--- src/rtl/sad_pkg.sv ---
// Shared constants and types for the SAD minimum search block.
// Width helpers, FSM state encoding and the SAD reset value.
package sad_pkg;

  function automatic int clog2(input int v);
    int r;
    r = 0;
    for (int x = v - 1; x > 0; x = x >> 1)
      r++;
    return r;
  endfunction

  function automatic int row_w(input int n);
    return 8 + clog2(n);
  endfunction

  function automatic int sad_w(input int n);
    return 8 + 2 * clog2(n);
  endfunction

  localparam int DEF_ARRAY_SIZE = 16;
  localparam int ROW_W = row_w(DEF_ARRAY_SIZE);
  localparam int SAD_W = sad_w(DEF_ARRAY_SIZE);
  localparam logic [SAD_W-1:0] SAD_MAX = '1;

  typedef enum logic [1:0] {
    ST_IDLE,
    ST_RUN,
    ST_DONE
  } state_t;

endpackage

--- src/rtl/ad_adder_tree.sv ---
// Registered pairwise reduction of one AD row; row_sum lags in_valid
// by log2(ARRAY_SIZE) cycles. Ports: clk, rst_n, in_valid, ad -> out_valid, row_sum.
module ad_adder_tree
  import sad_pkg::*;
#(
  parameter int ARRAY_SIZE = 16
) (
  input  logic                          clk,
  input  logic                          rst_n,
  input  logic                          in_valid,
  input  logic [ARRAY_SIZE*8-1:0]       ad,
  output logic                          out_valid,
  output logic [row_w(ARRAY_SIZE)-1:0]  row_sum
);

  localparam int L    = clog2(ARRAY_SIZE);
  localparam int RW   = row_w(ARRAY_SIZE);
  localparam int HALF = ARRAY_SIZE / 2;

  logic [RW-1:0] leaf [ARRAY_SIZE];
  logic [RW-1:0] node [L][HALF];
  logic [L-1:0]  vld;

  always_comb begin
    for (int i = 0; i < ARRAY_SIZE; i++)
      leaf[i] = RW'(ad[8*i +: 8]);
  end

  // node[k] holds level k+1 of the tree: HALF>>k live entries.
  always_ff @(posedge clk or negedge rst_n) begin
    if (!rst_n) begin
      vld <= '0;
      for (int k = 0; k < L; k++)
        for (int i = 0; i < HALF; i++)
          node[k][i] <= '0;
    end else begin
      vld <= (vld << 1) | L'(in_valid);
      for (int i = 0; i < HALF; i++)
        node[0][i] <= leaf[2*i] + leaf[2*i+1];
      for (int k = 1; k < L; k++)
        for (int i = 0; i < (HALF >> k); i++)
          node[k][i] <= node[k-1][2*i] + node[k-1][2*i+1];
    end
  end

  assign out_valid = vld[L-1];
  assign row_sum   = node[L-1][0];

endmodule

--- src/rtl/sad_min_search.sv ---
// Row-wise SAD accumulation and raster-scan minimum tracking.
// In: start, ad_valid, ad. Out: sad_valid/sad, min_sad, mv_x/mv_y, busy, done.
module sad_min_search
  import sad_pkg::*;
#(
  parameter int ARRAY_SIZE = 16,
  parameter int SR_W       = 32,
  parameter int SR_H       = 32
) (
  input  logic                          clk,
  input  logic                          rst_n,
  input  logic                          start,
  input  logic                          ad_valid,
  input  logic [ARRAY_SIZE*8-1:0]       ad,
  output logic                          sad_valid,
  output logic [sad_w(ARRAY_SIZE)-1:0]  sad,
  output logic [sad_w(ARRAY_SIZE)-1:0]  min_sad,
  output logic [clog2(SR_W)-1:0]        mv_x,
  output logic [clog2(SR_H)-1:0]        mv_y,
  output logic                          busy,
  output logic                          done
);

  localparam int L     = clog2(ARRAY_SIZE);
  localparam int RW    = row_w(ARRAY_SIZE);
  localparam int SW    = sad_w(ARRAY_SIZE);
  localparam int XW    = clog2(SR_W);
  localparam int YW    = clog2(SR_H);
  localparam int TOTAL = SR_W * SR_H * ARRAY_SIZE;
  localparam int BW    = clog2(TOTAL + 1);

  state_t        state_q;
  state_t        state_d;
  logic [BW-1:0] beat_cnt;
  logic [L-1:0]  row_cnt;
  logic [SW-1:0] acc;
  logic [XW-1:0] x_cnt;
  logic [YW-1:0] y_cnt;
  logic          feed;
  logic          start_ok;
  logic          tree_valid;
  logic [RW-1:0] row_sum;
  logic [SW-1:0] row_ext;
  logic          last_row;
  logic          last_x;
  logic          last_cand;

  // Beats past the final candidate's last row never enter the tree.
  assign start_ok  = start && (state_q == ST_IDLE);
  assign feed      = ad_valid && (state_q == ST_RUN)
                     && (beat_cnt < BW'(TOTAL));
  assign row_ext   = SW'(row_sum);
  assign last_row  = (row_cnt == L'(ARRAY_SIZE - 1));
  assign last_x    = (x_cnt == XW'(SR_W - 1));
  assign last_cand = last_x && (y_cnt == YW'(SR_H - 1));

  ad_adder_tree #(
    .ARRAY_SIZE (ARRAY_SIZE)
  ) u_tree (
    .clk       (clk),
    .rst_n     (rst_n),
    .in_valid  (feed),
    .ad        (ad),
    .out_valid (tree_valid),
    .row_sum   (row_sum)
  );

  always_ff @(posedge clk or negedge rst_n) begin
    if (!rst_n)
      state_q <= ST_IDLE;
    else
      state_q <= state_d;
  end

  always_comb begin
    state_d = state_q;
    busy    = 1'b0;
    done    = 1'b0;
    unique case (state_q)
      ST_IDLE: begin
        if (start)
          state_d = ST_RUN;
      end
      ST_RUN: begin
        busy = 1'b1;
        if (sad_valid && last_cand)
          state_d = ST_DONE;
      end
      ST_DONE: begin
        done    = 1'b1;
        state_d = ST_IDLE;
      end
      default: state_d = ST_IDLE;
    endcase
  end

  always_ff @(posedge clk or negedge rst_n) begin
    if (!rst_n) begin
      beat_cnt  <= '0;
      row_cnt   <= '0;
      acc       <= '0;
      sad       <= '0;
      sad_valid <= 1'b0;
      min_sad   <= '1;
      mv_x      <= '0;
      mv_y      <= '0;
      x_cnt     <= '0;
      y_cnt     <= '0;
    end else begin
      sad_valid <= 1'b0;
      if (start_ok) begin
        beat_cnt <= '0;
        row_cnt  <= '0;
        acc      <= '0;
        x_cnt    <= '0;
        y_cnt    <= '0;
        min_sad  <= '1;
      end
      if (feed)
        beat_cnt <= beat_cnt + 1'b1;
      if (tree_valid) begin
        row_cnt <= row_cnt + 1'b1;
        if (row_cnt == '0)
          acc <= row_ext;
        else
          acc <= acc + row_ext;
        if (last_row) begin
          sad       <= acc + row_ext;
          sad_valid <= 1'b1;
        end
      end
      // Strict compare: on a tie the earlier raster position stays.
      if (sad_valid && (state_q == ST_RUN)) begin
        if (sad < min_sad) begin
          min_sad <= sad;
          mv_x    <= x_cnt;
          mv_y    <= y_cnt;
        end
        if (last_x) begin
          x_cnt <= '0;
          y_cnt <= y_cnt + 1'b1;
        end else begin
          x_cnt <= x_cnt + 1'b1;
        end
      end
    end
  end

endmodule

--- config.mk ---
export PLATFORM = sky130hd
export DESIGN_NAME = sad_min_search
export DESIGN_NICKNAME = d
export VERILOG_FILES = /design/src/rtl/sad_pkg.sv /design/src/rtl/ad_adder_tree.sv /design/src/rtl/sad_min_search.sv
export SDC_FILE = /design/constraint.sdc
export NUM_CORES = 1
export LEC_CHECK = 0
export ABC_CLOCK_PERIOD_IN_PS = 4600
export CORE_UTILIZATION = 32
export DETAILED_ROUTE_END_ITERATION = 7
export PLACE_DENSITY = 0.57
export SETUP_SLACK_MARGIN = 0.15
export SLEW_MARGIN = 20
export SYNTH_ARGS = -nofsm -noshare
export SYNTH_HDL_FRONTEND = slang
export SYNTH_SLANG_ARGS = --single-unit
--- constraint.sdc ---
create_clock -name clk -period 4.6 [get_ports clk]
set_input_delay 0.92 -clock clk [delete_from_list [all_inputs] [get_ports clk]]
set_output_delay 0.92 -clock clk [all_outputs]
set_load 0.05 [all_outputs]
==> impl_metrics.yaml <==
cts:
  cts_buffers: 29
  cts_buffer_depth: 3
  post_cts.repair.setup_buffers: 0
  insertion_delay_ns: 0.56
  cts_tree: "yes"
  clk_pin_slew_ns: 0.06
  cts.htree.levels: 1
  cts.hold.buffers_added: 0
  cts-resized-gates: 0
  root_buffer: "clkbuf_16"
  cts_sinks: 240
run:
  drv_cap: 0
sta:
  rsz0062_at_grt: "false"
  skew_ns: 0.01271
  setup_tns_ns: 0
  hold_violations: 0
  fin_crit_ns: 3.057
  drv_slew: 0
  timing.final.crit_share: 0.6646
  max_slew_margin: 0.4062
  fmaxAchievable_ghz: 0.3271
  worst_pin_slew_ns: 0.8908
  finalSetupViolCount: 0
synth:
  yosysWarnings: 0
  synthSimpleGateAreaFrac: 0.1007
  seq_area_frac_synth: 0.4549
  syn_area_sq_mm: 0.01325
  synthArstFlopShare: 1.000
  syn_area_per_cell_sq_um: 10.85
  mappedNetlistNets: 1534
  synth_compound_area_frac: 0.1505
  synth_area_leader_cell: "dfrtp_1"
  synth_edf_count: 0
  synth_top_family_by_area: "adder cells"
  yosys-top-cells-area: "dfrtp_1, ha_1, xnor2_1"
  synthCells: 1221
  synth_flop_cell: "dfrtp_1"
  yosysTopAreaCellShare: 0.4231
  synth.distinct_cells: 73
  synthXorXnorAreaFrac: 0.07603
  synth_fa_ha_area_frac: 0.1800
  synth_mux_area_frac: 0.01823
  synth_seq_cells: 240
floorplan:
  die-area_sq_mm: 0.04222
  placementRows: 74
  core_sq_mm: 0.04083
  die_h_um: 205.5
  io_pins: 177
  start_util: 0.3244
  die_x_um: 205.5
worst_setup_path:
  cp_max_fo: 6
  worstPathRequired_ns: 3.68
  end_kind: "output port"
  start_kind: "flop"
  arrival_ns: 2.14
  critical_path_class: "flop to output port"
cells_and_area:
  nets: 1725
  stdcell_area_sq_mm: 0.01660
  area_growth_pct: 25.28
  drive_above_1_share: 0.06014
  antenna_cells: 0
power_and_ir_drop:
  p_total_mw: 10.46
  leakage_nw: 7.408
  ir_drop_v: 0.0002416
  p_per_area_mw_per_mm2: 630.2
placed_design:
  dp_hpwl_um: 20110
  place_area_sq_mm: 0.01562
  port_buffers: 176
  place_congestion: 0.8281
route:
  dr.pass1.iters: 4
  routed_via_density: 4.783
  routed_wl_um: 26270
  wl_per_cell_um: 13.39
  drc_errors: 0
  initialDrtViolationCount: 332
  ant_nets: 0
  vias: 9384
hold_path:
  hp-class: "flop to flop"
global_route:
  grt_usage: 0.1263
  overflow: 0
  grt_max_degree: 105
  grt_pass1_vias: 9303
  grt_pass1_wl_um: 44320
  antenna_found_initial: 0
outcome:
  status: "finished clean"
-- flip-flops by register name, indices dropped and copies added (netlist names) --
name	flops
u_tree.vld	4
beat_cnt	15
acc	16
state_q	2
sad_valid	1
u_tree.node	134
y_cnt	5
mv_y	5
row_cnt	4
x_cnt	5
u_tree.row_sum	12
min_sad	16
mv_x	5
sad	16
-- critical path, cell delays in order, from the launching register on --
cell	delay [ns]
dfrtp_1	0.39
and2b_1	0.34
clkdlybuf4s50_1	0.86
-- area by class of cell --
cell class,instances,area [sq um]
multi-input cells,918,6960
clock inverters,10,127.6
repair buffers,181,1837
fillers,3934,24230
well taps,532,665.6
flip-flops and latches,240,6026
clock buffers,39,823.3
inverters,42,157.7
-- power by group --
group	switching (mW)	total [mW]	internal, mW
sequential	0.413	3.26	2.85
clock	0.863	2.22	1.36
combinational	2.78	4.97	2.19
total	4.06	10.5	6.40
-- stage by stage --
stage | setup slack [ns] | std cells | utilization | hold slack, ns
6_report | 1.543 | 1962 | 0.4065 | 0.3479
5_1_grt | 1.505 | 1962 | 0.4065 | 0.3527
4_1_cts | 1.525 | 1961 | 0.4058 | 0.3500
3_5_place_dp | 1.649 | 1912 | 0.3825 | 0.3373
3_3_place_gp | 1.670 | 1912 | 0.3825 | 0.3369
2_1_floorplan | 2.090 | 1221 | - | 0.3312
-- cells by family after synthesis --
group	Yosys count
flip-flops	240
AND/OR/NAND/NOR	300
multiplexers	21
AO/OA/AOI/OAI	301
XOR/XNOR	115
buffers and inverters	63
adder cells (fa/ha/maj)	181
-- path summary, 6_finish.rpt --
| path | from | end | slack, ns | cells past startpoint |
|---|---|---|---|---|
| worst min register to register | u_tree.vld[1] | u_tree.vld[2] | 0.35 | 0 |
| worst min-delay path | u_tree.vld[1] | u_tree.vld[2] | 0.35 | 0 |
| worst max-delay path | state_q[1] | busy | 1.54 | 2 |
| worst max register to register | min_sad[11] | mv_y[4] | 1.85 | 8 |
| min in group asynchronous | rst_n | sad[10] | 0.39 | 1 |
| max in group asynchronous | rst_n | min_sad[5] | 3.15 | 2 |
-- metal layers --
metal  wire length [um]  track usage  up-vias
met5                  0            0        -
met4                574      0.03254        0
met1              12320       0.1688     4396
met3               1104      0.01980       42
li1                   -            -     4737
met2              12270       0.2120      209
-- synthesized netlist by cell type (17+ instances only) --
master	number
o21ai_0	70
ha_1	165
inv_1	42
dfrtp_1	224
nor3_1	17
nand2_1	139
xnor2_1	94
nor2_1	73
xor2_1	21
o41ai_1	18
nand3_1	19
a21o_1	40
a21oi_1	76
-- layout by cell type (no fill, tap or decap), types with 5 or more instances in the layout --
cell	count
nand4_1	9
clkdlybuf4s50_1	175
xor2_1	21
o21ai_0	70
inv_1	42
nor3_1	17
o211ai_1	6
xnor2_1	94
a21o_1	40
mux2i_1	8
nand2_1	139
o21bai_1	14
clkbuf_8	6
ha_1	165
o41ai_1	18
fa_1	16
o22a_1	16
a32oi_1	5
a31oi_1	5
o21ai_1	13
mux2_1	6
clkbuf_16	29
nor2_1	73
dfrtp_1	224
dfstp_2	16
nand3_1	19
and3_1	11
a21oi_1	76
nor2b_1	6
Note: power is estimated with default switching activity, not from simulation.
